[config.mk]
export PLATFORM = sky130hd
export DESIGN_NAME = pwm_bridge_drv
export DESIGN_NICKNAME = d
export VERILOG_FILES = /design/src/rtl/motor_pkg.sv /design/src/rtl/pwm_counter.sv /design/src/rtl/pwm_bridge_drv.sv
export SDC_FILE = /design/constraint.sdc
export NUM_CORES = 1
export LEC_CHECK = 0
export BUFFER_PORTS_ARGS = -buffer_cell sky130_fd_sc_hd__buf_2
export CAP_MARGIN = 20
export CORE_UTILIZATION = 50
export DETAILED_ROUTE_END_ITERATION = 10
export PLACE_DENSITY = 0.69
export SLEW_MARGIN = 30
export SYNTH_ARGS = -nofsm -noshare
export SYNTH_HDL_FRONTEND = slang
export SYNTH_HIERARCHICAL = 1
export SYNTH_SLANG_ARGS = --single-unit
[constraint.sdc]
create_clock -name clk -period 5.6 [get_ports clk]
set_input_delay 0 -clock clk [delete_from_list [all_inputs] [get_ports clk]]
set_output_delay 0 -clock clk [all_outputs]
set_load 0.1 [all_outputs]
[src/rtl/motor_pkg.sv]
// rtl/motor_pkg.sv - shared motor-drive constants and state encoding
package motor_pkg;

    localparam int PWM_PERIOD_DEF  = 2500;
    localparam int DEAD_CYCLES_DEF = 50;

    typedef enum logic [1:0] {
        ST_IDLE = 2'd0,
        ST_DEAD = 2'd1,
        ST_RUN  = 2'd2
    } drv_state_t;

endpackage

[src/rtl/pwm_counter.sv]
// rtl/pwm_counter.sv - free-running PWM period counter with boundary flag and duty comparator
module pwm_counter
    import motor_pkg::*;
#(
    parameter int PERIOD = PWM_PERIOD_DEF,
    parameter int CNT_W  = 12
) (
    input  logic             clk,
    input  logic             rst_n,
    input  logic             clr,
    input  logic [CNT_W-1:0] duty_sh,
    output logic [CNT_W-1:0] cnt,
    output logic             boundary,
    output logic             pwm
);

    localparam logic [CNT_W-1:0] CNT_LAST = CNT_W'(PERIOD - 1);

    assign boundary = (cnt == CNT_LAST);
    assign pwm      = (cnt < duty_sh);

    always_ff @(posedge clk) begin
        if (!rst_n) begin
            cnt <= '0;
        end else if (clr || boundary) begin
            cnt <= '0;
        end else begin
            cnt <= cnt + CNT_W'(1);
        end
    end

endmodule

[src/rtl/pwm_bridge_drv.sv]
// rtl/pwm_bridge_drv.sv - H-bridge PWM driver with dead time; PWM_BRAKE_EN enables short-brake at zero duty
module pwm_bridge_drv
    import motor_pkg::*;
#(
    parameter int PERIOD      = PWM_PERIOD_DEF,
    parameter int DEAD_CYCLES = DEAD_CYCLES_DEF,
    parameter int CNT_W       = 12
) (
    input  logic        clk,
    input  logic        rst_n,
    input  logic        enable,
    input  logic [31:0] duty,
    input  logic        dir,
    output logic        in1,
    output logic        in2,
    output logic        period_start,
    output logic        dir_act
);

    localparam logic [CNT_W-1:0] DEAD_LAST = CNT_W'(DEAD_CYCLES - 1);
    localparam logic [31:0]      PERIOD_32 = 32'(PERIOD);

    drv_state_t       state, state_nxt;
    logic [CNT_W-1:0] cnt;
    logic [CNT_W-1:0] dead_cnt;
    logic [CNT_W-1:0] duty_sh;
    logic [CNT_W-1:0] duty_clamped;
    logic             boundary;
    logic             pwm;
    logic             run_act;
    logic             load_dir;
    logic             load_duty;
    logic             dead_clr;
    logic             leg_a;
    logic             leg_b;

    assign duty_clamped = (duty > PERIOD_32) ? CNT_W'(PERIOD) : duty[CNT_W-1:0];
    assign run_act      = (state == ST_RUN) && enable;

    pwm_counter #(
        .PERIOD (PERIOD),
        .CNT_W  (CNT_W)
    ) u_cnt (
        .clk      (clk),
        .rst_n    (rst_n),
        .clr      (!run_act),
        .duty_sh  (duty_sh),
        .cnt      (cnt),
        .boundary (boundary),
        .pwm      (pwm)
    );

    always_ff @(posedge clk) begin
        if (!rst_n) begin
            state <= ST_IDLE;
        end else begin
            state <= state_nxt;
        end
    end

    // Dropping enable overrides everything, including a pending boundary or dead-time exit.
    always_comb begin
        state_nxt = state;
        load_dir  = 1'b0;
        load_duty = 1'b0;
        dead_clr  = 1'b0;
        if (!enable) begin
            state_nxt = ST_IDLE;
        end else begin
            unique case (state)
                ST_IDLE: begin
                    state_nxt = ST_DEAD;
                    load_dir  = 1'b1;
                    dead_clr  = 1'b1;
                end
                ST_DEAD: begin
                    if (dead_cnt == DEAD_LAST) begin
                        state_nxt = ST_RUN;
                        load_duty = 1'b1;
                    end
                end
                ST_RUN: begin
                    if (boundary) begin
                        if (dir != dir_act) begin
                            state_nxt = ST_DEAD;
                            load_dir  = 1'b1;
                            dead_clr  = 1'b1;
                        end else begin
                            load_duty = 1'b1;
                        end
                    end
                end
                default: state_nxt = ST_IDLE;
            endcase
        end
    end

`ifdef PWM_BRAKE_EN
    logic first_per;
    logic brake;

    // Brake is withheld in the first period after dead time and as soon as a reversal is pending.
    always_ff @(posedge clk) begin
        if (!rst_n) begin
            first_per <= 1'b0;
        end else if (state == ST_DEAD && state_nxt == ST_RUN) begin
            first_per <= 1'b1;
        end else if (run_act && boundary) begin
            first_per <= 1'b0;
        end
    end

    assign brake = run_act && (duty_sh == '0) && !first_per && (dir == dir_act);
    assign leg_a = (run_act & pwm & ~dir_act) | brake;
    assign leg_b = (run_act & pwm &  dir_act) | brake;
`else
    assign leg_a = run_act & pwm & ~dir_act;
    assign leg_b = run_act & pwm &  dir_act;
`endif

    always_ff @(posedge clk) begin
        if (!rst_n) begin
            dead_cnt     <= '0;
            duty_sh      <= '0;
            dir_act      <= 1'b0;
            in1          <= 1'b0;
            in2          <= 1'b0;
            period_start <= 1'b0;
        end else begin
            if (dead_clr) begin
                dead_cnt <= '0;
            end else if (state == ST_DEAD) begin
                dead_cnt <= dead_cnt + CNT_W'(1);
            end
            if (load_duty) begin
                duty_sh <= duty_clamped;
            end
            if (load_dir) begin
                dir_act <= dir;
            end
            in1          <= leg_a;
            in2          <= leg_b;
            period_start <= run_act && (cnt == '0);
        end
    end

endmodule

**After elaboration in Yosys (flattened, before gate mapping)**

Index checks and enable logic that the tools add are counted.
Widths: inputs -> output; s select.

- $add $sub $neg: 2
- $lt $le $gt $ge: 2
- Eq/ne operators: 8
- Muxes and demuxes: 14
- Bitwise gates (word level): 5
- Reductions and logical operators: 10

Operators with widths:

| cell | count |
|---|---|
| $gt 32x12->1 const B | 1 |
| $add 12x1->12 const B | 2 |
| $eq 12x12->1 const B | 1 |
| $eq 12x6->1 const B | 1 |
| $logic_not 12->1 | 1 |
| $lt 12x12->1 | 1 |
| $mux 12 | 1 |
| $mux 1 | 7 |
| $mux 2 | 3 |
| $pmux 2 s3 | 1 |
| $ne 2x1->1 const B | 2 |
| $pmux 1 s2 | 2 |
| $reduce_or 2->1 | 2 |
| $and 1x1->1 | 3 |
| $reduce_and 3->1 | 1 |
| $eq 2x1->1 const B | 1 |
| $eq 2x2->1 const B | 1 |
| $logic_and 1x1->1 | 2 |
| $logic_not 2->1 | 1 |
| $ne 2x2->1 const B | 1 |
| $not 1->1 | 2 |
| $reduce_and 2->1 | 1 |
| $logic_not 1->1 | 1 |
| $logic_or 1x1->1 | 1 |
| $ne 1x1->1 | 1 |

- Register bits: 42
- Input bits: 36
- Output and inout port bits: 4
- Logic and storage cells: 49

**Logic depth before layout (Yosys ltp)**

- Depth in word-level cells: 6
- Mapped depth: 8
- Gate-level depth less buffers: 7

**Hierarchy**

Netlist, hierarchy kept.

By module, submodules not included:

| module | instances | cells an instance | area an instance (µm²) | seq. area each (µm²) |
|---|---|---|---|---|
| pwm_bridge_drv | 1 | 170 | 1515.2 | 600.6 |
| pwm_counter | 1 | 97 | 805.8 | 240.2 |

**Least setup slack after synthesis**

No wires, ideal clock.

- Path kind: register to register
- Start: register dir_act
- End: register duty_sh[10]
- Library setup time: 0.116 ns
- Arrival: 2.030 ns
- Data required time: 5.484 ns
- Slack: 3.454 ns
- Cell stages (with the launch flop): 6
- Buffers on the path: 1
- Clock period less this slack: 2.146 ns
- Path through: dfxtp_1 xor2_1 nor2_1 or2_2 buf_6 a41o_1

- Longest elaborated chain between the ends: 5

Ends and longest elaborated chain:

| item | RTL line | source |
|---|---|---|
| from (decl) | pwm_bridge_drv.sv:17 | `output logic dir_act` |
| from (signal assigned) | pwm_bridge_drv.sv:139 | `dir_act <= dir;` |
| $ne 1x1->1 | pwm_bridge_drv.sv:84 | `if (dir != dir_act) begin` |
| $mux 1 | pwm_bridge_drv.sv:84 |  |
| $mux 1 | pwm_bridge_drv.sv:83 | `if (boundary) begin` |
| $pmux 1 s2 | pwm_bridge_drv.sv:70 | `unique case (state)` |
| $mux 1 | pwm_bridge_drv.sv:67 | `if (!enable) begin` |
| to (signal assigned) | pwm_bridge_drv.sv:136 | `duty_sh <= duty_clamped;` |
| to (decl) | pwm_bridge_drv.sv:26 | `logic [CNT_W-1:0] duty_sh;` |

Every way passes these cells.
A chain may end at the register's enable or synchronous reset.

**Worst setup path after layout**

- Start: register u_cnt.cnt[0]
- End: register duty_sh[7]

- Longest elaborated chain between the ends: 4

Ends and longest elaborated chain:

| item | RTL line | source |
|---|---|---|
| from (decl) | pwm_counter.sv:12 | `output logic [CNT_W-1:0] cnt,` |
| from (signal assigned) | pwm_counter.sv:28 | `cnt <= cnt + CNT_W'(1);` |
| $eq 12x12->1 | pwm_counter.sv:19 | `assign boundary = (cnt == CNT_LAST);` |
| via boundary | pwm_bridge_drv.sv:28 | `logic boundary;` |
| $mux 1 | pwm_bridge_drv.sv:83 |  |
| $pmux 1 s2 | pwm_bridge_drv.sv:70 |  |
| $mux 1 | pwm_bridge_drv.sv:67 |  |

The timed path passes the listed nets, and every way through them passes these cells.

==> results.sh <==
export IMPL_route_detailed_wl_per_inst_microns=13.8
export IMPL_grt_pass1_wl_microns=8910
export IMPL_ir_drop_mv=0.0942
export IMPL_rows=24
export IMPL_yosys_warnings=6
export IMPL_die_area_sq_mm=0.00492
export IMPL_synth_area_sq_mm=0.00232
export IMPL_maxSlewHeadroom=0.462
export IMPL_syn_to_final_growth_pct=17.6
export IMPL_ys_seq_area_frac=0.362
export IMPL_clkPwrFrac=0.350
export IMPL_yosys_top_cells_count="dfxtp_1, nor2_1, inv_1"
export IMPL_yosys_area_top_type="dfxtp_1"
export IMPL_critPathLaunchType="register"
export IMPL_setup_viol=0
export IMPL_min_period_ns=2.85
export IMPL_core_area_sq_mm=0.00441
export IMPL_finClkSkew_ns=0.00532
export IMPL_gp_congestion=0.809
export IMPL_stdcell_count=369
export IMPL_dp_cells=349
export IMPL_period_share=0.508
export IMPL_seqCellArea_sq_um=841
export IMPL_cts_buffers_inserted=5
export IMPL_clk_path_buf_depth=2
export IMPL_min_delay_path_class="input port to register"
export IMPL_grt_overflow_total=0
export IMPL_cts_tree="done"
export IMPL_finalSetupTns_ns=0
export IMPL_cts_sinks=42
export IMPL_r2r_slack_ns=2.75
export IMPL_cts_max_level=2
export IMPL_synth_edf_count=0
export IMPL_synth_top_area_frac=0.362
export IMPL_power_leakage_nw=1.13
export IMPL_via_per_inst=5.57
export IMPL_yosysUniqueCellTypes=43
export IMPL_power_internal_mw=0.406
export IMPL_drv_slew=0
export IMPL_hold_viol_final=0
export IMPL_pwr_share_seq=0.570
export IMPL_nFillCells=404
export IMPL_io_buffer_count=39
export IMPL_clkLatencyLatePin_ns=0.30
export IMPL_holdWs_ns=0.0242
export IMPL_rsz0062_at_grt="false"
export IMPL_synth_most_common_cell="dfxtp_1"
export IMPL_num_antenna_cells=0
export IMPL_path_clk_slew_ns=0.08
export IMPL_grt_max_degree=21
export IMPL_syn_area_per_cell_sq_um=8.69
export IMPL_start_util=0.526
export IMPL_crit_chain="ha_1, or4b_1, nor3_2, nand4_1, nor2_1, or2_2, a311oi_1"
export IMPL_async_flop_share=0
export IMPL_ys_ff_latch=42
export IMPL_pwr_share_comb=0.080
export IMPL_clockRootBuffer="clkbuf_8"
export IMPL_grt_pass1_vias=1898
export IMPL_antenna_found_initial=0
export IMPL_drtPass1Iterations=4
export IMPL_crit_path_top_delay_cell="nor2_1"
export IMPL_timing_fmax_mhz=351
export IMPL_synthFlopType="dfxtp_1"
export IMPL_crit_type="register to register"
export IMPL_cts_resized=0
export IMPL_arrival_ns=2.99
export IMPL_synth_area_top_cells="dfxtp_1, ha_1, nor2_1, xor2_1, nor3_1"
export IMPL_nets=370
export IMPL_drive_gt1_frac=0.164
export IMPL_drtIter0Drc=54
export IMPL_die_x_microns=70.1
export IMPL_p_sw_mw=0.123
export IMPL_powerDensity_mw_per_mm2=194
export IMPL_grt_util_all_layers=0.228
export IMPL_die_h_microns=70.1
export IMPL_total_power_mw=0.529
export IMPL_vias=2054
export IMPL_worst_path_largest_cell_delay_ns=0.62
export IMPL_synthesis_nets=320
export IMPL_switching_share=0.232
export IMPL_routed_wl_microns=5100
export IMPL_synth_cells=267
export IMPL_drtAntennaViolNets=0
export IMPL_worst_slew_pin_slew_ns=0.802
export IMPL_hpwl_microns=3700
export IMPL_outcome="finished, final reports clean"
export IMPL_multi_input_comb_area_sq_mm=0.00134
export IMPL_io_pins=40
export IMPL_required_ns=5.75
export IMPL_maxCapViolations=0
export IMPL_crit_fanout=13
export IMPL_drc=0
export IMPL_cp_end_kind="register"
==> routing by layer <==
metal,up-vias,global-route usage,wire length (microns)
met3,8,0.0390,183
met4,0,0.0867,61
met1,946,0.293,2450
met2,43,0.379,2410
met5,-,0,0
li1,1057,-,-
==> area by class of cell <==
type,instances,area share
Multi-Input combinational cell,193,0.489
Sequential cell,42,0.308
Timing Repair Buffer,52,0.119
Inverter,23,0.0316
Clock buffer,7,0.0280
Tap cell,52,0.0238
==> metrics by stage <==
step / utilization / worst slack (ns) / instance area (sq um)
6_report: 0.618 / 2.75 / 2730
5_1_grt: 0.618 / 2.49 / 2730
4_1_cts: 0.618 / 2.77 / 2730
3_5_place_dp: 0.571 / 2.78 / 2520
3_3_place_gp: 0.570 / 2.81 / 2520
2_1_floorplan: - / 3.45 / 2320
==> critical path: cells and delay by family, from the launching register on <==
family	cells	cell delay [ns]
simple gates	5	1.88
flops	1	0.43
fa+ha+maj	1	0.23
compound gates	1	0.15
==> flip-flops by register name, summed over array words and instances (netlist names) <==
signal,cells
u_cnt/cnt,12
dead_cnt,12
in2,1
in1,1
period_start,1
state,2
duty_sh,12
dir_act,1
==> path summary, 6_finish.rpt <==
| kind | depth (start not counted) | to | from |
|---|---|---|---|
| min | 3 | state[0]$_SDFFE_PN0P_ | enable |
| max reg2reg | 7 | duty_sh[7]$_SDFFE_PN0P_ | u_cnt/cnt[0]$_SDFF_PP0_ |
| min reg2reg | 2 | dead_cnt[11]$_SDFFE_PP0P_ | dead_cnt[11]$_SDFFE_PP0P_ |
| max | 7 | duty_sh[7]$_SDFFE_PN0P_ | u_cnt/cnt[0]$_SDFF_PP0_ |
==> repair_timing <==
action | 4_1_cts | 5_1_grt
buffers inserted | 0 | 0
hold endpoints to repair | 13 | 0
hold buffers | 13 | 0
==> logic make-up (layout without fill, tap and decap cells) <==
| group | Yosys count | in the layout | synth area share |
|---|---|---|---|
| flops | 42 | 42 | 0.362 |
| buf+inv | 32 | 82 | 0.0647 |
| xor+xnor | 21 | 21 | 0.0792 |
| compound gates | 38 | 38 | 0.122 |
| fa+ha+maj | 17 | 17 | 0.0916 |
| simple gates | 117 | 117 | 0.280 |
==> power by group through the flow <==
stage / Combinational [mW] / Sequential (mW) / Clock (mW)
4_1_cts: 0.0421 / 0.301 / 0.190
5_1_grt: 0.0467 / 0.302 / 0.203
3_3_place_gp: 0.0347 / 0.309 / 0
2_1_floorplan: 0.0140 / 0.311 / 0
6_report: 0.0424 / 0.302 / 0.185
3_5_place_dp: 0.0352 / 0.309 / 0
==> cell usage in the layout (no fill, tap or decap), types with 11 or more instances in the layout <==
cell type      count
buf_2             39
nand2_1           16
inv_1             23
xor2_1            11
dfxtp_1           42
ha_1              17
nand3_1           12
dlygate4sd3_1     13
nor2_1            28
nor3_1            19
Power figures use the tool's default switching activity.
